File: config.mk
export PLATFORM = sky130hd
export DESIGN_NAME = triangle_loader_flat
export DESIGN_NICKNAME = d
export VERILOG_FILES = /design/src/rtl/rt_mem_pkg.sv /design/src/rtl/triangle_loader_if.sv /design/src/rtl/triangle_loader_wait_timer.sv /design/src/rtl/triangle_loader.sv /design/src/flat_wrapper.sv
export SDC_FILE = /design/constraint.sdc
export NUM_CORES = 1
export LEC_CHECK = 0
export BUFFER_PORTS_ARGS = -buffer_cell sky130_fd_sc_hd__buf_2
export CORE_ASPECT_RATIO = 0.9
export CORE_UTILIZATION = 46
export CTS_BUF_LIST = sky130_fd_sc_hd__clkbuf_4 sky130_fd_sc_hd__clkbuf_8
export DETAILED_ROUTE_END_ITERATION = 10
export PLACE_DENSITY = 0.79
export RECOVER_POWER = 25
export SYNTH_ARGS = -nofsm -noshare
export SYNTH_HDL_FRONTEND = slang
export SYNTH_HIERARCHICAL = 1
export SYNTH_SLANG_ARGS = --single-unit
export TNS_END_PERCENT = 1
File: constraint.sdc
create_clock -name clk -period 3 [get_ports clk]
set_input_delay 0.3 -clock clk [delete_from_list [all_inputs] [get_ports clk]]
set_output_delay 0.3 -clock clk [all_outputs]
set_load 0.03 [all_outputs]
File: src/rtl/rt_mem_pkg.sv
// Shared triangle-memory definitions: loader state encoding, beat width and
// the terminator convention used by both the loader and the triangle memory.
package rt_mem_pkg;

  localparam int BEAT_W = 128;

  localparam logic [BEAT_W-1:0] TERMINATOR = '0;

  typedef enum logic [3:0] {
    IDLE,
    IDX_LOAD,
    IDX_WAIT,
    IDX_TERM,
    IDX_TERM_WAIT,
    VTX_LOAD,
    VTX_WAIT,
    VTX_TERM,
    FINISH
  } state_t;

  // A beat whose low word is zero closes a phase, so real data must never carry one.
  function automatic logic beat_is_terminator(input logic [BEAT_W-1:0] beat);
    return beat[31:0] == 32'h0;
  endfunction

endpackage

File: src/rtl/triangle_loader_if.sv
// Source-stream and triangle-memory write bus seen by the loader.
interface triangle_loader_if;
  import rt_mem_pkg::*;

  logic              src_valid;
  logic [BEAT_W-1:0] src_data;
  logic              src_ready;
  logic              we_MC;
  logic [BEAT_W-1:0] data_MC;
  logic              rdy_MC;

  modport master (
    input  src_valid, src_data, rdy_MC,
    output src_ready, we_MC, data_MC
  );

  modport slave (
    output src_valid, src_data, rdy_MC,
    input  src_ready, we_MC, data_MC
  );
endinterface

File: src/rtl/triangle_loader_wait_timer.sv
// Loadable down-counter; expired is high once the count has run out.
module wait_timer #(
  parameter int W = 7
) (
  input  logic         clk,
  input  logic         rst_n,
  input  logic         load,
  input  logic [W-1:0] load_val,
  output logic         expired
);
  logic [W-1:0] count;

  always_ff @(posedge clk or negedge rst_n) begin
    if (!rst_n) begin
      count <= '0;
    end else if (load) begin
      count <= load_val;
    end else if (count != '0) begin
      count <= count - 1'b1;
    end
  end

  assign expired = (count == '0);
endmodule

File: src/rtl/triangle_loader.sv
// Streams index beats, an index terminator, vertex beats and a vertex
// terminator from the source stream into the triangle memory.
module triangle_loader
  import rt_mem_pkg::*;
#(
  parameter int NUM_TRIANGLE = 512,
  parameter int CNT_W        = 12,
  parameter int TIMEOUT      = 64
) (
  input  logic               clk,
  input  logic               rst_n,
  input  logic               start,
  input  logic [CNT_W-1:0]   num_index_beats,
  input  logic [CNT_W-1:0]   num_vertex_beats,
  triangle_loader_if.master  bus,
  output logic               busy,
  output logic               done,
  output logic               error
);
  localparam int TW = $clog2(TIMEOUT + 1);
  localparam logic [CNT_W-1:0] MAX_BEATS = CNT_W'(3 * NUM_TRIANGLE);

  state_t           state;
  logic [CNT_W-1:0] idx_cnt;
  logic [CNT_W-1:0] vtx_cnt;
  logic             src_fire;
  logic             src_bad;
  logic             timer_load;
  logic             timer_expired;

  function automatic logic [CNT_W-1:0] clamp(input logic [CNT_W-1:0] n);
    return (n > MAX_BEATS) ? MAX_BEATS : n;
  endfunction

  // Vertex beats are acked in their strobe cycle, so the next beat may be
  // accepted while the previous strobe is still on the bus.
  assign bus.src_ready = (state == IDX_LOAD) ||
                         ((state == VTX_LOAD) && (vtx_cnt != '0) &&
                          (!bus.we_MC || bus.rdy_MC));
  assign src_fire   = bus.src_valid && bus.src_ready;
  assign src_bad    = beat_is_terminator(bus.src_data);
  assign timer_load = (src_fire && !src_bad) || (state == IDX_TERM) || (state == VTX_TERM);

  wait_timer #(.W(TW)) u_timer (
    .clk      (clk),
    .rst_n    (rst_n),
    .load     (timer_load),
    .load_val (TW'(TIMEOUT - 1)),
    .expired  (timer_expired)
  );

  always_ff @(posedge clk or negedge rst_n) begin
    if (!rst_n) begin
      state       <= IDLE;
      idx_cnt     <= '0;
      vtx_cnt     <= '0;
      bus.we_MC   <= 1'b0;
      bus.data_MC <= '0;
      busy        <= 1'b0;
      done        <= 1'b0;
      error       <= 1'b0;
    end else begin
      bus.we_MC <= 1'b0;
      done      <= 1'b0;
      case (state)
        IDLE: begin
          if (start) begin
            idx_cnt <= clamp(num_index_beats);
            vtx_cnt <= clamp(num_vertex_beats);
            error   <= 1'b0;
            busy    <= 1'b1;
            state   <= (num_index_beats == '0) ? IDX_TERM : IDX_LOAD;
          end
        end
        IDX_LOAD: begin
          if (src_fire) begin
            if (src_bad) begin
              error <= 1'b1;
              busy  <= 1'b0;
              state <= IDLE;
            end else begin
              bus.data_MC <= bus.src_data;
              bus.we_MC   <= 1'b1;
              idx_cnt     <= idx_cnt - 1'b1;
              state       <= IDX_WAIT;
            end
          end
        end
        IDX_WAIT: begin
          if (bus.rdy_MC) begin
            state <= (idx_cnt != '0) ? IDX_LOAD : IDX_TERM;
          end else if (timer_expired) begin
            error <= 1'b1;
            busy  <= 1'b0;
            state <= IDLE;
          end
        end
        IDX_TERM: begin
          bus.data_MC <= TERMINATOR;
          bus.we_MC   <= 1'b1;
          state       <= IDX_TERM_WAIT;
        end
        IDX_TERM_WAIT: begin
          if (bus.rdy_MC) begin
            state <= (vtx_cnt != '0) ? VTX_LOAD : VTX_TERM;
          end else if (timer_expired) begin
            error <= 1'b1;
            busy  <= 1'b0;
            state <= IDLE;
          end
        end
        VTX_LOAD: begin
          if (bus.we_MC && !bus.rdy_MC) begin
            state <= VTX_WAIT;
          end else if (src_fire) begin
            if (src_bad) begin
              error <= 1'b1;
              busy  <= 1'b0;
              state <= IDLE;
            end else begin
              bus.data_MC <= bus.src_data;
              bus.we_MC   <= 1'b1;
              vtx_cnt     <= vtx_cnt - 1'b1;
            end
          end else if (vtx_cnt == '0) begin
            state <= VTX_TERM;
          end
        end
        VTX_WAIT: begin
          if (bus.rdy_MC) begin
            state <= (vtx_cnt != '0) ? VTX_LOAD : VTX_TERM;
          end else if (timer_expired) begin
            error <= 1'b1;
            busy  <= 1'b0;
            state <= IDLE;
          end
        end
        VTX_TERM: begin
          bus.data_MC <= TERMINATOR;
          bus.we_MC   <= 1'b1;
          done        <= 1'b1;
          state       <= FINISH;
        end
        FINISH: begin
          busy  <= 1'b0;
          state <= IDLE;
        end
        default: state <= IDLE;
      endcase
    end
  end
endmodule

File: src/flat_wrapper.sv
// flat-port wrapper written by rule: the top's interface ports become plain ports
module triangle_loader_flat import rt_mem_pkg::*;
#(
  parameter int NUM_TRIANGLE = 512,
  parameter int CNT_W        = 12,
  parameter int TIMEOUT      = 64
)
  (clk, rst_n, start, num_index_beats, num_vertex_beats, busy, done, error, bus_src_valid, bus_src_data, bus_rdy_MC, bus_src_ready, bus_we_MC, bus_data_MC);
  triangle_loader_if bus_i ();
  input  logic clk;
  input  logic rst_n;
  input  logic start;
  input  logic [CNT_W-1:0] num_index_beats;
  input  logic [CNT_W-1:0] num_vertex_beats;
  output logic busy;
  output logic done;
  output logic error;
  input wire logic [$bits(bus_i.src_valid)-1:0] bus_src_valid;
  input wire logic [$bits(bus_i.src_data)-1:0] bus_src_data;
  input wire logic [$bits(bus_i.rdy_MC)-1:0] bus_rdy_MC;
  output wire logic [$bits(bus_i.src_ready)-1:0] bus_src_ready;
  output wire logic [$bits(bus_i.we_MC)-1:0] bus_we_MC;
  output wire logic [$bits(bus_i.data_MC)-1:0] bus_data_MC;
  assign bus_i.src_valid = bus_src_valid;
  assign bus_i.src_data = bus_src_data;
  assign bus_i.rdy_MC = bus_rdy_MC;
  assign bus_src_ready = bus_i.src_ready;
  assign bus_we_MC = bus_i.we_MC;
  assign bus_data_MC = bus_i.data_MC;
  triangle_loader #(.NUM_TRIANGLE(NUM_TRIANGLE), .CNT_W(CNT_W), .TIMEOUT(TIMEOUT)) u_core (.clk(clk), .rst_n(rst_n), .start(start), .num_index_beats(num_index_beats), .num_vertex_beats(num_vertex_beats), .bus(bus_i), .busy(busy), .done(done), .error(error));
endmodule
Word-level counts from Yosys, hierarchy flattened
Cells that the tools add are included.

cells by class
  muxes and demuxes = 50
  equality and inequality tests = 18
  magnitude comparators = 2
  reduce and logical (&&, ||, !) cells = 35
  add/sub/neg operators = 3

operator list
  kind                                                    number
  two-way mux 128 bit                                     3
  case mux 128 bit (3 select lines)                       1
  two-way mux 12 bit                                      9
  case mux 12 bit (2 select lines)                        2
  two-way mux 4 bit                                       9
  logical NOT 32 bit                                      1
  case mux 4 bit (7 select lines)                         1
  > comparator 12 x 11 -> 1 bit (second input constant)   2
  logical NOT 12 bit                                      2
  nonzero test 12 bit                                     2
  subtractor 12 x 1 -> 12 bit (second input constant)     2
  equality test 4 x 3 -> 1 bit (second input constant)    4
  two-way mux 1 bit                                       16
  AND reduction 5 bit                                     3
  two-way mux 7 bit                                       2
  inequality test 2 bit (second input constant)           5
  equality test 4 x 2 -> 1 bit (second input constant)    2
  two-way mux 2 bit                                       4
  AND reduction 4 bit                                     2
  logical NOT 7 bit                                       1
  nonzero test 7 bit                                      1
  subtractor 7 x 1 -> 7 bit (second input constant)       1
  inequality test 2 x 1 -> 1 bit (second input constant)  3
  nonzero test 2 bit                                      3
  other kinds (17)                                        27

storage, ports and cells
  word-level logic and storage cells = 117
  flip-flop bits (word level) = 167
  output and inout port bits = 133
  input bits = 157

Depth between registers and ports, before layout
Gate-level depths: netlist of the first run.

  word-level depth = 9
  depth in mapped cells = 12
  depth with buffers taken out = 9

Cells and area by module
Netlist of the first run, hierarchy kept.

by module, submodules not included
  module           cells an instance  area an instance (µm²)  instances  sequential area each (µm²)
  triangle_loader  773                7,380.8                 1          4,003.8
  wait_timer       45                 439.2                   1          175.2

Worst setup path after synthesis of the first run
Ideal clock, no wire load.

  path type = register to register
  start point = register u_core.vtx_cnt[0]
  end point = register u_core.u_timer.count[5]
  buffers on the path = 3
  period minus slack after synthesis = 3.017 ns
  setup slack = -0.017 ns
  setup time = 0.125 ns
  stages on the path, launching flop included = 13
  required time = 2.875 ns
  arrival time = 2.893 ns
  path through = dfrtp_1 inv_1 ha_1 or3b_2 or4b_1 clkbuf_2 o211a_1 a21boi_4 buf_4 inv_1 clkbuf_1 a41oi_1 a21oi_1

on the way
  word-level cells in the longest chain between the ends = 9
  elaborated cells on any way between the ends = 10
  classes of those cells = mux (1); reduce/logical (9)

ends and longest elaborated chain
  element                                                  line                              source
  start: declaration                                       triangle_loader.sv:25             logic [CNT_W-1:0] vtx_cnt;
  start signal: assignment                                 triangle_loader.sv:69             vtx_cnt <= clamp(num_vertex_beats);
  start signal: assignment                                 triangle_loader.sv:123            vtx_cnt <= vtx_cnt - 1'b1;
  nonzero test 12 bit *                                    triangle_loader.sv:38             ((state == VTX_LOAD) && (vtx_cnt != '0) &&
  logical AND 1 bit * (2 in a row)                         triangle_loader.sv:38
  logical OR 1 bit *                                       triangle_loader.sv:37             assign bus.src_ready = (state == IDX_LOAD) ||
  logical AND 1 bit *                                      triangle_loader.sv:40             assign src_fire = bus.src_valid && bus.src_ready;
  logical AND 1 bit *                                      triangle_loader.sv:42             assign timer_load = (src_fire && !src_bad) || (state == IDX_TERM) || (state == VTX_TERM);
  logical OR 1 bit * (2 in a row)                          triangle_loader.sv:42
  net u_core.timer_load                                    triangle_loader.sv:28             logic timer_load;
  two-way mux 7 bit or nonzero test 2 bit (tied branches)  --
  end signal: assignment                                   triangle_loader_wait_timer.sv:17  count <= load_val;
  end signal: assignment                                   triangle_loader_wait_timer.sv:19  count <= count - 1'b1;
  end: declaration                                         triangle_loader_wait_timer.sv:11  logic [W-1:0] count;

Mark *: on every way through the listed nets, which the timed path passes. The rest lies on a longest branch.
A chain may end at the register's enable or synchronous reset.

Final worst setup path of the first run
  start point = register u_core.vtx_cnt[0]
  end point = output port bus_src_ready

on the way
  word-level cells in the longest chain between the ends = 4

ends and longest elaborated chain
  element                         line                   source
  nonzero test 12 bit             triangle_loader.sv:38
  logical AND 1 bit (2 in a row)  triangle_loader.sv:38
  logical OR 1 bit                triangle_loader.sv:37
  end: declaration                flat_wrapper.sv:21     output wire logic [$bits(bus_i.src_ready)-1:0] bus_src_ready;

No other way between the ends.

==> results of run 1 <==
==> routing by layer <==
layer | GRT usage (%) | vias up | share of wire, %
met1 | 36.0 | 3613 | 42
li1 | - | 3517 | -
met5 | 0 | - | 0
met2 | 42.1 | 336 | 47
met3 | 6.24 | 49 | 7.5
met4 | 10.5 | 0 | 2.7
==> registers in the layout, summed over array words and instances (netlist names) <==
name                  count
u_core/state              4
u_core/bus.we_MC          1
u_core/busy               1
u_core/done               1
u_core/u_timer/count      7
u_core/bus.data_MC      128
u_core/idx_cnt           12
u_core/error              1
u_core/vtx_cnt           12
==> Yosys cell counts, drive strengths merged (3+ instances only) <==
master and instances:
nor4b 3, a21oi 21, o22ai 6, a211oi 3
clkbuf 35, o211ai 11, nand3 109, buf 33
dfrtp 167, o31ai 6, or3 4, nand2 110
nor4 17, or4 13, nand2b 4, nor2 25
a31oi 8, inv 15, or3b 3, mux2i 3
nor2b 5, a22o 33, a32oi 4, nor3b 4
a21o 3, nor3 17, nand4 3, ha 4
and3 3, o21ai 111
==> how the worst max path moves through the flow <==
stage               slack, ps                      end  cells after the start              start
detailed placement        120  u_core/u_timer/count[5]                      9  u_core/vtx_cnt[0]
floorplan                  10  u_core/u_timer/count[5]                     12  u_core/vtx_cnt[0]
CTS                         9            bus_src_ready                      7  u_core/vtx_cnt[1]
finish                     90            bus_src_ready                      7  u_core/vtx_cnt[0]
global placement          240  u_core/u_timer/count[5]                      9  u_core/vtx_cnt[0]
global route               20            bus_src_ready                      7  u_core/vtx_cnt[0]
==> worst register-to-register path: cells and delay by family, from the launching register on <==
kind | cells | cell delay (ps)
AO/OA/AOI/OAI | 4 | 750
buffers and inverters | 2 | 300
flip-flops | 1 | 430
adder cells (fa/ha/maj) | 1 | 180
AND/OR/NAND/NOR | 2 | 950
==> what timing repair did <==
| item | 4_1_cts | 5_1_grt |
|---|---|---|
| hold endpoints to repair | 68 | 0 |
| setup endpoints to repair | 1 | 1 |
| gates resized for setup | 2 | 2 |
| hold buffers | 1 | 0 |
| setup buffers | 0 | 3 |
==> power groups by stage <==
stage / sequential, uW / combinational (uW) / clock (uW)
3_3_place_gp: 3760 / 5270 / 0
4_1_cts: 3750 / 5400 / 1640
6_report: 3770 / 5460 / 1610
2_1_floorplan: 5130 / 2410 / 0
5_1_grt: 3880 / 5900 / 1740
3_5_place_dp: 3760 / 5410 / 0
==> area by class of cell <==
type | instances | area share (%)
Inverter | 15 | 0.568
Tap cell | 207 | 2.61
Clock inverter | 14 | 1.57
Multi-Input combinational cell | 573 | 32.9
Timing Repair Buffer | 320 | 17.6
Sequential cell | 167 | 42.2
Clock buffer | 18 | 2.50
Antenna cell | 1 | 0.0253
==> logic make-up after synthesis <==
family                     synth area share (%)
adders and majority gates                 0.640
muxes                                     0.384
DFF                                        53.4
AOI/OAI and AO/OA                          18.6
other                                    0.0960
buffers and inverters                      5.42
xor gates and xnor gates                  0.224
and+or+nand+nor                            21.2
==> per-stage QoR <==
| step | util (%) | instances |
|---|---|---|
| after floorplan | - | 823 |
| after global placement | 58.0 | 1278 |
| after detailed placement | 58.0 | 1278 |
| after CTS | 60.5 | 1311 |
| after global routing | 60.6 | 1314 |
| final | 60.6 | 1315 |
==> results.sh, run 1 <==
export IMPL_fin_crit_ps=2910
export IMPL_critPathMaxFanout=5
export IMPL_violations="design-rule violations, max-capacitance violations, max-slew violations"
export IMPL_power_leakage_uw=0.00485
export IMPL_holdPathEnd="u_core/bus.data_MC[68]"
export IMPL_startpoint_type="flip-flop"
export IMPL_regArea_sq_um=4180
export IMPL_dp_slack_ps=122
export IMPL_cts_htree_levels=4
export IMPL_wl_um=23200
export IMPL_ant_nets=0
export IMPL_crit_path_end_kind="primary output"
export IMPL_avgSynthCellArea_sq_um=9.56
export IMPL_crit_type="reg2out"
export IMPL_rsz0062_at_grt="false"
export IMPL_rows=44
export IMPL_reg2reg_slack_ps=290
export IMPL_fin_setup_tns_ps=0
export IMPL_mostFrequentLayoutCells="buf_2, dfrtp_1, nand2_1, nand3_1, o21ai_0"
export IMPL_first_iter_violations=865
export IMPL_die_w_um=139
export IMPL_start_util_pct=47.8
export IMPL_clockPowerShare_pct=14.8
export IMPL_routedWlPerCell_um=17.7
export IMPL_drt_pass1_iter_count=8
export IMPL_synthFlopType="dfrtp_1"
export IMPL_maxSlewHeadroom_pct=-18.9
export IMPL_slew_viol_final=72
export IMPL_synth_cell_types=67
export IMPL_via_per_inst=5.71
export IMPL_setup_ws_ps=86.7
export IMPL_r2r_end="u_core/u_timer/count[5]"
export IMPL_multi_input_area_sq_um=3260
export IMPL_worst_ep_arrival_time_ps=2610
export IMPL_post_synth_top_area_fraction_pct=53.4
export IMPL_cp_cell_sequence="inv_1, ha_2, or3b_4, or4b_4, buf_4, and2_1, clkbuf_4"
export IMPL_hold_start="bus_src_data[68]"
export IMPL_area_growth_pct=26.7
export IMPL_synth_seq_cells=167
export IMPL_hold_depth=3
export IMPL_vias=7515
export IMPL_vdd_drop_max_v=0.000589
export IMPL_crit_buf_inv=3
export IMPL_grt_usage_pct=26.7
export IMPL_clockBufferDepth=2
export IMPL_place_congestion=0.952
export IMPL_cts_tree="built"
export IMPL_fp_coreArea_sq_um=16400
export IMPL_hold_viol_final=0
export IMPL_skew_ps=22.9
export IMPL_drv_cap=1
export IMPL_max_stage_delay_ps=570
export IMPL_dpl_hpwl_um=16000
export IMPL_netSwitchingPower_uw=5210
export IMPL_design_die_area_sq_um=17500
export IMPL_power_density_nw_per_um2=1090
export IMPL_slowest_stage="or4b_4"
export IMPL_yosysSeqAreaShare_pct=53.4
export IMPL_power_uw=10800
export IMPL_finalSetupViolCount=0
export IMPL_crit_family="simple AND/OR/NAND/NOR gates"
export IMPL_fin_nets=1255
export IMPL_hp_class="in2reg"
export IMPL_cts_buffers_inserted=17
export IMPL_intPower_uw=5630
export IMPL_design_area_sq_um=9910
export IMPL_drc_errors=2
export IMPL_drive_gt1_share_pct=33.4
export IMPL_synth_area_leaders="dfrtp_1, nand3_1, nand2_1"
export IMPL_grt_pass1_vias=7197
export IMPL_whs_ps=50.7
export IMPL_gr_total_overflow=0
export IMPL_synthArstFlopShare_pct=100
export IMPL_sequentialPowerShare_pct=34.8
export IMPL_cp_required_ps=2700
export IMPL_die_h_um=126
export IMPL_switching_share_pct=48.1
export IMPL_cts_clk_slew_worst_paths_ps=110
export IMPL_n_fill_cell=1402
export IMPL_clock_latency_ps=470
export IMPL_grt_max_degree=97
export IMPL_antenna_found_initial=0
export IMPL_regToRegStartpoint="u_core/vtx_cnt[0]"
export IMPL_placed_cell_area_sq_um=9480
export IMPL_io_buffers=289
export IMPL_cts_root_buf="clkbuf_8"
export IMPL_status="finished, violations left"
export IMPL_io_pins=290
export IMPL_mostFrequentLayoutCell="buf_2"
export IMPL_final_min_period_over_clock_period_pct=97.1
export IMPL_synth_edff_count=0
export IMPL_clock_fmax_mhz=343
export IMPL_yosysWarnings=6
export IMPL_combPwrFrac_pct=50.4
export IMPL_yosysTopAreaCell="dfrtp_1"
export IMPL_synthesis_instances=818
export IMPL_grt_pass1_wl_um=37100
export IMPL_syn_area_sq_um=7820
export IMPL_tightest_slew_ps=1780
export IMPL_clock_sinks=167
export IMPL_rr_worst_depth=9
(Power assumes the default switching activity.)
==> inputs of run 2 (changes only) <==
Settings changed: CORE_MARGIN set to 5.
==> results.sh, run 2 (synthesis results as in run 1) <==
export IMPL_status="complete, no violations"
export IMPL_dpl_hpwl_um=16800
export IMPL_grt_usage_pct=23.5
export IMPL_finalSetupViolCount=0
export IMPL_cts_buffers_inserted=17
export IMPL_startpoint_type="flip-flop"
export IMPL_die_h_um=134
export IMPL_combPwrFrac_pct=50.3
export IMPL_rsz0062_at_grt="false"
export IMPL_mostFrequentLayoutCell="buf_2"
export IMPL_io_buffers=289
export IMPL_routedWlPerCell_um=18.0
export IMPL_clockBufferDepth=2
export IMPL_postCtsSetupRepairBufs=0
export IMPL_final_min_period_over_clock_period_pct=95.4
export IMPL_ant_nets=0
export IMPL_vdd_drop_max_v=0.000580
export IMPL_fin_setup_tns_ps=0
export IMPL_clock_fmax_mhz=350
export IMPL_rows=45
export IMPL_cts_tree="built"
export IMPL_skew_ps=15.0
export IMPL_drc_errors=0
export IMPL_netSwitchingPower_uw=5180
export IMPL_wl_um=23700
export IMPL_antennaDiodeCount=0
export IMPL_grt_max_degree=57
export IMPL_largest_register_ffs=128
export IMPL_design_die_area_sq_um=19700
export IMPL_fp_coreArea_sq_um=16800
export IMPL_start_util_pct=46.6
export IMPL_switching_share_pct=47.9
export IMPL_fin_nets=1253
export IMPL_power_density_nw_per_um2=1090
export IMPL_crit_path_end_kind="primary output"
export IMPL_hp_class="in2reg"
export IMPL_clock_latency_ps=460
export IMPL_intPower_uw=5640
export IMPL_grt_pass1_wl_um=37600
export IMPL_io_pins=290
export IMPL_cts_htree_levels=4
export IMPL_via_per_inst=5.68
export IMPL_cts_clk_slew_worst_paths_ps=100
export IMPL_power_leakage_uw=0.00485
export IMPL_maxSlewHeadroom_pct=12.1
export IMPL_mostFrequentLayoutCells="buf_2, dfrtp_1, nand2_1, nand3_1, o21ai_0"
export IMPL_stdcell_count=1316
export IMPL_first_iter_violations=764
export IMPL_worst_ep_arrival_time_ps=2560
export IMPL_clock_sinks=167
export IMPL_antenna_found_initial=0
export IMPL_gr_total_overflow=0
export IMPL_drive_gt1_share_pct=33.1
export IMPL_place_congestion=0.943
export IMPL_clockPowerShare_pct=15.0
export IMPL_tightest_slew_ps=1320
export IMPL_die_w_um=147
export IMPL_regMostFlops="u_core/bus.data_MC"
export IMPL_grt_pass1_vias=7254
export IMPL_dp_cells=1283
export IMPL_cts_root_buf="clkbuf_8"
export IMPL_critPathMaxFanout=6
export IMPL_vias=7481
export IMPL_whs_ps=58.8
export IMPL_fin_crit_ps=2860
export IMPL_slew_viol_final=0
export IMPL_sequentialPowerShare_pct=34.8
export IMPL_top_regs="u_core/bus.data_MC x128, u_core/idx_cnt x12, u_core/vtx_cnt x12"
export IMPL_area_growth_pct=26.4
export IMPL_drt_pass1_iter_count=4
export IMPL_drv_cap=0
export IMPL_hold_viol_final=0
export IMPL_cp_required_ps=2700
export IMPL_crit_type="reg2out"
export IMPL_n_fill_cell=1442
run 2: final cells by class:
class | count | area, sq um | area share (%)
flip-flops and latches | 167 | 4180 | 42.3
multi-input cells | 573 | 3260 | 32.9
repair buffers | 318 | 1740 | 17.6
well taps | 211 | 264 | 2.67
clock buffers | 17 | 234 | 2.37
clock inverters | 15 | 158 | 1.59
inverters | 15 | 56.3 | 0.570
run 2: worst max-delay path, stage by stage (launching register included):
cell and delay [ps]:
dfrtp_1 420, inv_1 90, ha_1 200, or3b_4 430
or4b_4 600, and2_1 190, buf_2 180
run 2: timing repair:
action	CTS	global route
setup endpoints to repair	2	0
endpoints found under the hold margin	51	0
hold buffers	1	0
gates resized for setup	2	0
run 2: power groups by stage:
stage / Combinational, uW / Clock (uW) / Sequential, uW
after floorplan: 2410 / 0 / 5130
after global placement: 5320 / 0 / 3760
after detailed placement: 5460 / 0 / 3760
after CTS: 5450 / 1660 / 3750
after global routing: 5880 / 1760 / 3890
final: 5440 / 1620 / 3760
run 2: per-stage QoR:
stage / util, % / cell area (sq um) / total power (uW) / worst slack (ps)
after CTS: 59.1 / 9910 / 10900 / 99.3
after detailed placement: 56.6 / 9500 / 9220 / 16.1
after global placement: 56.6 / 9500 / 9080 / 102
final: 58.9 / 9890 / 10800 / 139
after global routing: 58.9 / 9890 / 11500 / 13.4
after floorplan: - / 7840 / 7540 / 14.4
run 2: worst paths after layout:
check | to | startpoint | cells after the start | slack (ps)
setup / recovery | bus_src_ready | u_core/vtx_cnt[0] | 6 | 140
hold / removal | u_core/bus.data_MC[49] | bus_src_data[49] | 3 | 60
setup reg to reg | u_core/u_timer/count[5] | u_core/vtx_cnt[0] | 9 | 180
hold reg to reg | u_core/error | u_core/error | 2 | 490
max in group asynchronous | u_core/bus.data_MC[101] | rst_n | 3 | 790
min in group asynchronous | u_core/idx_cnt[6] | rst_n | 2 | 670
run 2: routing by layer:
layer	vias to the layer above	wire, um	track usage [%]
li1	3514	-	-
met1	3590	10100	32.3
met2	346	11100	35.9
met3	31	1990	6.53
met4	0	483	8.70
met5	-	0	0
